--- config.mk ---
export PLATFORM = sky130hd
export DESIGN_NAME = mux_4x1_bank_flat
export DESIGN_NICKNAME = d
export VERILOG_FILES = /design/src/rtl/mux_4x1_bank_pkg.sv /design/src/rtl/mux_4x1_bank_if.sv /design/src/rtl/mux_4x1_bank_comb.sv /design/src/rtl/mux_4x1_bank.sv /design/src/flat_wrapper.sv
export SDC_FILE = /design/constraint.sdc
export NUM_CORES = 1
export LEC_CHECK = 0
export CAP_MARGIN = 40
export CORE_AREA = 2 2 39 41
export DETAILED_ROUTE_END_ITERATION = 10
export DIE_AREA = 0 0 41 43
export DONT_BUFFER_PORTS = 1
export SLEW_MARGIN = 20
export SYNTH_ARGS = -nofsm -noshare
export SYNTH_HDL_FRONTEND = slang
export SYNTH_SLANG_ARGS = --single-unit
--- constraint.sdc ---
create_clock -name clk -period 0.8 [get_ports clk]
set_input_delay 0.12 -clock clk [delete_from_list [all_inputs] [get_ports clk]]
set_output_delay 0.12 -clock clk [all_outputs]
set_load 0.05 [all_outputs]
--- src/rtl/mux_4x1_bank_pkg.sv ---
// mux_4x1_bank_pkg
// Shared types and constants for the bank read-data selector.
//   mux_sel_t        : 2-bit lane select
//   SEL_I0..SEL_I3   : select encodings for lanes 0..3
package mux_4x1_bank_pkg;

  typedef logic [1:0] mux_sel_t;

  localparam mux_sel_t SEL_I0 = 2'd0;
  localparam mux_sel_t SEL_I1 = 2'd1;
  localparam mux_sel_t SEL_I2 = 2'd2;
  localparam mux_sel_t SEL_I3 = 2'd3;

endpackage

--- src/rtl/mux_4x1_bank_if.sv ---
// mux_4x1_bank_if
// Groups the lane inputs, select, enable and registered outputs of the bank
// selector.
//   master : drives en, i0..i3, sel; observes out, out_valid, sel_q
//   slave  : the selector itself; the mirror of master
interface mux_4x1_bank_if #(parameter int WIDTH = 1);
  import mux_4x1_bank_pkg::*;

  logic             en;
  logic [WIDTH-1:0] i0;
  logic [WIDTH-1:0] i1;
  logic [WIDTH-1:0] i2;
  logic [WIDTH-1:0] i3;
  mux_sel_t         sel;
  logic [WIDTH-1:0] out;
  logic             out_valid;
  mux_sel_t         sel_q;

  modport master (
    output en, i0, i1, i2, i3, sel,
    input  out, out_valid, sel_q
  );

  modport slave (
    input  en, i0, i1, i2, i3, sel,
    output out, out_valid, sel_q
  );

endinterface

--- src/rtl/mux_4x1_bank_comb.sv ---
// mux_4x1_comb
// Purely combinational 4:1 lane selector, also used unregistered elsewhere
// in the bank logic.
//   i0..i3 : WIDTH-bit input lanes
//   sel    : lane select (00 -> i0, 01 -> i1, 10 -> i2, 11 -> i3)
//   y      : selected lane
module mux_4x1_comb
  import mux_4x1_bank_pkg::*;
#(
  parameter int WIDTH = 1
) (
  input  logic [WIDTH-1:0] i0,
  input  logic [WIDTH-1:0] i1,
  input  logic [WIDTH-1:0] i2,
  input  logic [WIDTH-1:0] i3,
  input  mux_sel_t         sel,
  output logic [WIDTH-1:0] y
);

  // Every select value maps to a lane; lane 3 doubles as the default arm so
  // the selector is a full case and never infers a latch.
  always_comb begin
    y = i3;
    case (sel)
      SEL_I0:  y = i0;
      SEL_I1:  y = i1;
      SEL_I2:  y = i2;
      default: y = i3;
    endcase
  end

endmodule

--- src/rtl/mux_4x1_bank.sv ---
// mux_4x1_bank
// Registered 4:1 selector between the four bank read-data paths and the port
// read-data register. One register stage, one cycle latency, no bubbles.
//   clk : rising-edge clock
//   rst : synchronous active-high reset (priority over en)
//   bus : slave side of mux_4x1_bank_if (en, i0..i3, sel in;
//         out, out_valid, sel_q out)
module mux_4x1_bank
  import mux_4x1_bank_pkg::*;
#(
  parameter int WIDTH = 1
) (
  input logic            clk,
  input logic            rst,
  mux_4x1_bank_if.slave  bus
);

  logic [WIDTH-1:0] mux;

  mux_4x1_comb #(.WIDTH(WIDTH)) u_comb (
    .i0  (bus.i0),
    .i1  (bus.i1),
    .i2  (bus.i2),
    .i3  (bus.i3),
    .sel (bus.sel),
    .y   (mux)
  );

  // Output register: capture on en, otherwise hold data and select while the
  // valid flag drops, so out_valid marks only the cycle after a capture.
  always_ff @(posedge clk) begin
    if (rst) begin
      bus.out       <= '0;
      bus.out_valid <= 1'b0;
      bus.sel_q     <= SEL_I0;
    end else if (bus.en) begin
      bus.out       <= mux;
      bus.out_valid <= 1'b1;
      bus.sel_q     <= bus.sel;
    end else begin
      bus.out_valid <= 1'b0;
    end
  end

  // An unknown select while capturing would load garbage into the register.
  sel_known_on_en: assert property (@(posedge clk) bus.en |-> !$isunknown(bus.sel));

endmodule

--- src/flat_wrapper.sv ---
// flat-port wrapper written by rule: the top's interface ports become plain ports
module mux_4x1_bank_flat import mux_4x1_bank_pkg::*;
#(
  parameter int WIDTH = 1
)
  (clk, rst, bus_en, bus_i0, bus_i1, bus_i2, bus_i3, bus_sel, bus_out, bus_out_valid, bus_sel_q);
  mux_4x1_bank_if #(.WIDTH(WIDTH)) bus_i ();
  input logic clk;
  input logic rst;
  input wire logic [$bits(bus_i.en)-1:0] bus_en;
  input wire logic [$bits(bus_i.i0)-1:0] bus_i0;
  input wire logic [$bits(bus_i.i1)-1:0] bus_i1;
  input wire logic [$bits(bus_i.i2)-1:0] bus_i2;
  input wire logic [$bits(bus_i.i3)-1:0] bus_i3;
  input wire logic [$bits(bus_i.sel)-1:0] bus_sel;
  output wire logic [$bits(bus_i.out)-1:0] bus_out;
  output wire logic [$bits(bus_i.out_valid)-1:0] bus_out_valid;
  output wire logic [$bits(bus_i.sel_q)-1:0] bus_sel_q;
  assign bus_i.en = bus_en;
  assign bus_i.i0 = bus_i0;
  assign bus_i.i1 = bus_i1;
  assign bus_i.i2 = bus_i2;
  assign bus_i.i3 = bus_i3;
  assign bus_i.sel = bus_sel;
  assign bus_out = bus_i.out;
  assign bus_out_valid = bus_i.out_valid;
  assign bus_sel_q = bus_i.sel_q;
  mux_4x1_bank #(.WIDTH(WIDTH)) u_core (.clk(clk), .rst(rst), .bus(bus_i));
endmodule
# After elaboration in Yosys (flattened, before gate mapping)
# Index checks and enable logic that the tools add are counted.
# word_totals
regBits,4
ramBits,0
inputBits,9
rom_bits,0
elab_cells,8
output_inout_bits,4
latch_bits,0
n_memories,0
# classes
n_mux,2
shift,0
n_reduce_logical,1
n_eq_ne,2
bitwise_logic,0
n_lt_le_gt_ge,0
div_mod_pow,0
n_addsub,0
mul,0
# ops
op,n
1-bit one-hot mux with 3 select lines,1
"2-bit by 1-bit equality test with 1-bit output, second input constant",1
"2-bit equality test, second input constant",1
2-bit zero test,1
1-bit two-way mux,1

# Longest topological paths before layout
# logic_depth
depth_word,2
mapped_depth,2
ltp_nobuf,2

# Cells and area by module
# A second synthesis with hierarchy kept.
# hier_totals
hier_cells,12
area_unflattened_um2,150.1
# modules_own_cells
module,cells_per_inst,area_each_um2,seq_area_each_um2,instances
mux_4x1_bank,11,127.6,80.1,1
mux_4x1_comb,1,22.5,0.0,1

# Worst setup path before layout
# Ideal clock, no wire load.
# synth_timing
path_kind,register -> register
startpoint,"register, netlist name u_core.bus.out"
endpoint,register u_core.bus.out
slack_ps,-432
n_path_buf,0
period_less_slack_ps,1232
t_required_ps,721
arrival_time_ps,1154
setup_ps,79
path_stages_with_launch,3
path_cell_list,dfxtp_1 > or3b_2 > o221ai_2
# synth_rtl
element,line_no,text
to (signal assigned),mux_4x1_bank.sv:37,bus.out <= mux;
to (decl),mux_4x1_bank_if.sv:26,"output out, out_valid, sel_q"

==> flow_summary.ini <==
[finish]
nets = 34
diodes = 0
mostFrequentLayoutCells = mux2i_1, clkbuf_4, buf_12, dfxtp_2, nor2_1
drive_gt1_share_pct = 54.17
multi_input_comb_area_sq_um = 96.34
seq_area_sq_um = 87.58
utilization_pct = 22.78
area_growth_pct = 81.29
fillers = 147
final_common_cell = mux2i_1

[timing]
fin_setup_tns_ps = -192.9
max_slew_margin_pct = 87.06
fin_skew_ps = 0
finalCritPeriodShare_pct = 108.0
fmax_mhz = 1158
hold_viol = 0
layout_setup_ws_ps = -63.75
setup_violations = 5
maxSlewViolCount = 0
finalCriticalPeriod_ps = 863.8
rsz0062_at_grt = true
worstMarginPinSlew_ps = 188.7

[critical_path]
cp_num_buf_inv = 0
path_depth = 2
path_cells = or3b_4, o221ai_2
critPathArrivalTime_ps = 1020
crit_fanout = 2
critPathKind = reg -> reg
worstSetupEndpointType = flop
crit_family = simple AND/OR/NAND/NOR gates
critPathMaxStageDelay_ps = 370
rr_worst_depth = 2
crit_path_start_kind = flop
cp_slowest_cell = or3b_4
cp.required_ps = 950

[drt]
drt-met1-wl_microns = 150
drtAntennaViolNets = 0
dr.pass1.iters = 1
drt_wl_total_microns = 434
vias_per_cell = 3.825
wl_met2_microns = 159
wl_per_cell_microns = 10.85
vias = 153
wl_met3_microns = 123
drc = 0
top_layer = met3
first_iter_violations = 0

[clocking]
post_cts_buffers = 0
cts_tree = done
clock_latency_ps = 240
clk_pin_slew_ps = 40
clockRootBuffer = clkbuf_4
clockBufferDepth = 2
cts_sinks = 4
cts_made_buffers = 3
htreeDepth = 1

[logic_synthesis]
ys_warn_count = 0
synth_top_area_share_pct = 46.04
synth.distinct_cells = 8
synth_nets = 24
synth_area_sq_um = 173.9
yosys.area.top_type = dfxtp_1
yosys-top-cells-area = dfxtp_1, mux2i_1, o221ai_2
syn_area_per_cell_sq_um = 11.59
ys_seq_area_share_pct = 46.04
ys_ff_latch = 4
synthCells = 15

[power]
leakagePower_nw = 0.1270
power_density_nw_per_um2 = 2017
peakVddDrop_mv = 0.4661

[floorplanning]
start_util_pct = 12.57
die_h_microns = 43
core_area_sq_um = 1384
die_w_microns = 41
pin_count = 13
rows = 14
die-area_sq_um = 1763

[run_status]
status = complete, but fails checks
failed_checks = setup timing

[job]
cap_violations = 0

[placed_design]
port_buffers = 0
dp_slack_ps = -40.14
gp_congestion = 0.6894

[global_route]
grt_usage_pct = 6.419
grt_pass1_wl_microns = 683
gr-total-overflow = 0
antenna_found_initial = 0
grt_max_degree = 7
grt_pass1_vias = 179

[min_path]
hold_path_depth = 1
min_path_type = in -> reg
## final timing paths
check	start	end	slack, ps
worst min register to register	u_core.bus.sel_q[1]	u_core.bus.sel_q[1]	520
worst min-delay path	bus_en	u_core.bus.out_valid	20
worst max-delay path	u_core.bus.out	u_core.bus.out	-60
worst max register to register	u_core.bus.out	u_core.bus.out	-60
## worst register-to-register path: stages, from the launching register on
cell and delay, ps:
dfxtp_4 350, or3b_4 370, o221ai_2 60
## synth_stat cells
master,n
dfxtp_1,4
mux2i_1,4
nor2_1,2
nand3b_1,1
nor2b_1,1
o221ai_2,1
or3b_1,1
or3b_2,1
## routing by layer
metal  GRT usage, %  up-vias
met5              0        -
met4          8.000        0
met3          6.283        0
met2          7.187       13
met1          5.449       66
li1               -       74
## kinds of logic (layout without fill, tap and decap cells)
kind of cell,count (synthesis),in the layout,share of synthesized area (%)
AOI/OAI and AO/OA,1,1,8.631
buffers and inverters,0,9,0
DFF,4,4,46.05
muxes,4,4,23.02
and+or+nand+nor,6,6,22.31
## repair_timing
action,CTS,global route
endpoints found under the setup margin,5,5
hold buffers,1,0
gates resized for setup,2,1
gates cloned,0,0
endpoints found under the hold margin,3,0
## sequential cells by signal, indices dropped and copies added (netlist names)
signal,flops
u_core.bus.sel_q,2
u_core.bus.out,1
u_core.bus.out_valid,1
## final cells by class
class,instances,area share (%)
sequential,4,27.78
clock buffer,4,8.333
tap,16,6.349
multi-input combinational,11,30.56
timing repair buffer,5,26.98
## report_power, final
group	total (mW)	internal (mW)	switching (mW)	leakage, nW
clock	0.281	0.188	0.0933	0.0150
combinational	0.129	0.0664	0.0624	0.0773
sequential	0.226	0.214	0.0117	0.0347
## through the flow
stage	instance area (sq um)	power, mW	hold WS, ps	cells
2_1_floorplan	182.7	0.2957	185.0	15
3_3_place_gp	270.3	0.3436	185.5	35
4_1_cts	311.5	0.6509	9.446	40
6_report	315.3	0.6361	18.11	40
3_5_place_dp	270.3	0.3460	188.0	35
5_1_grt	315.3	0.6765	1.815	40
Power figures use the tool's default switching activity.
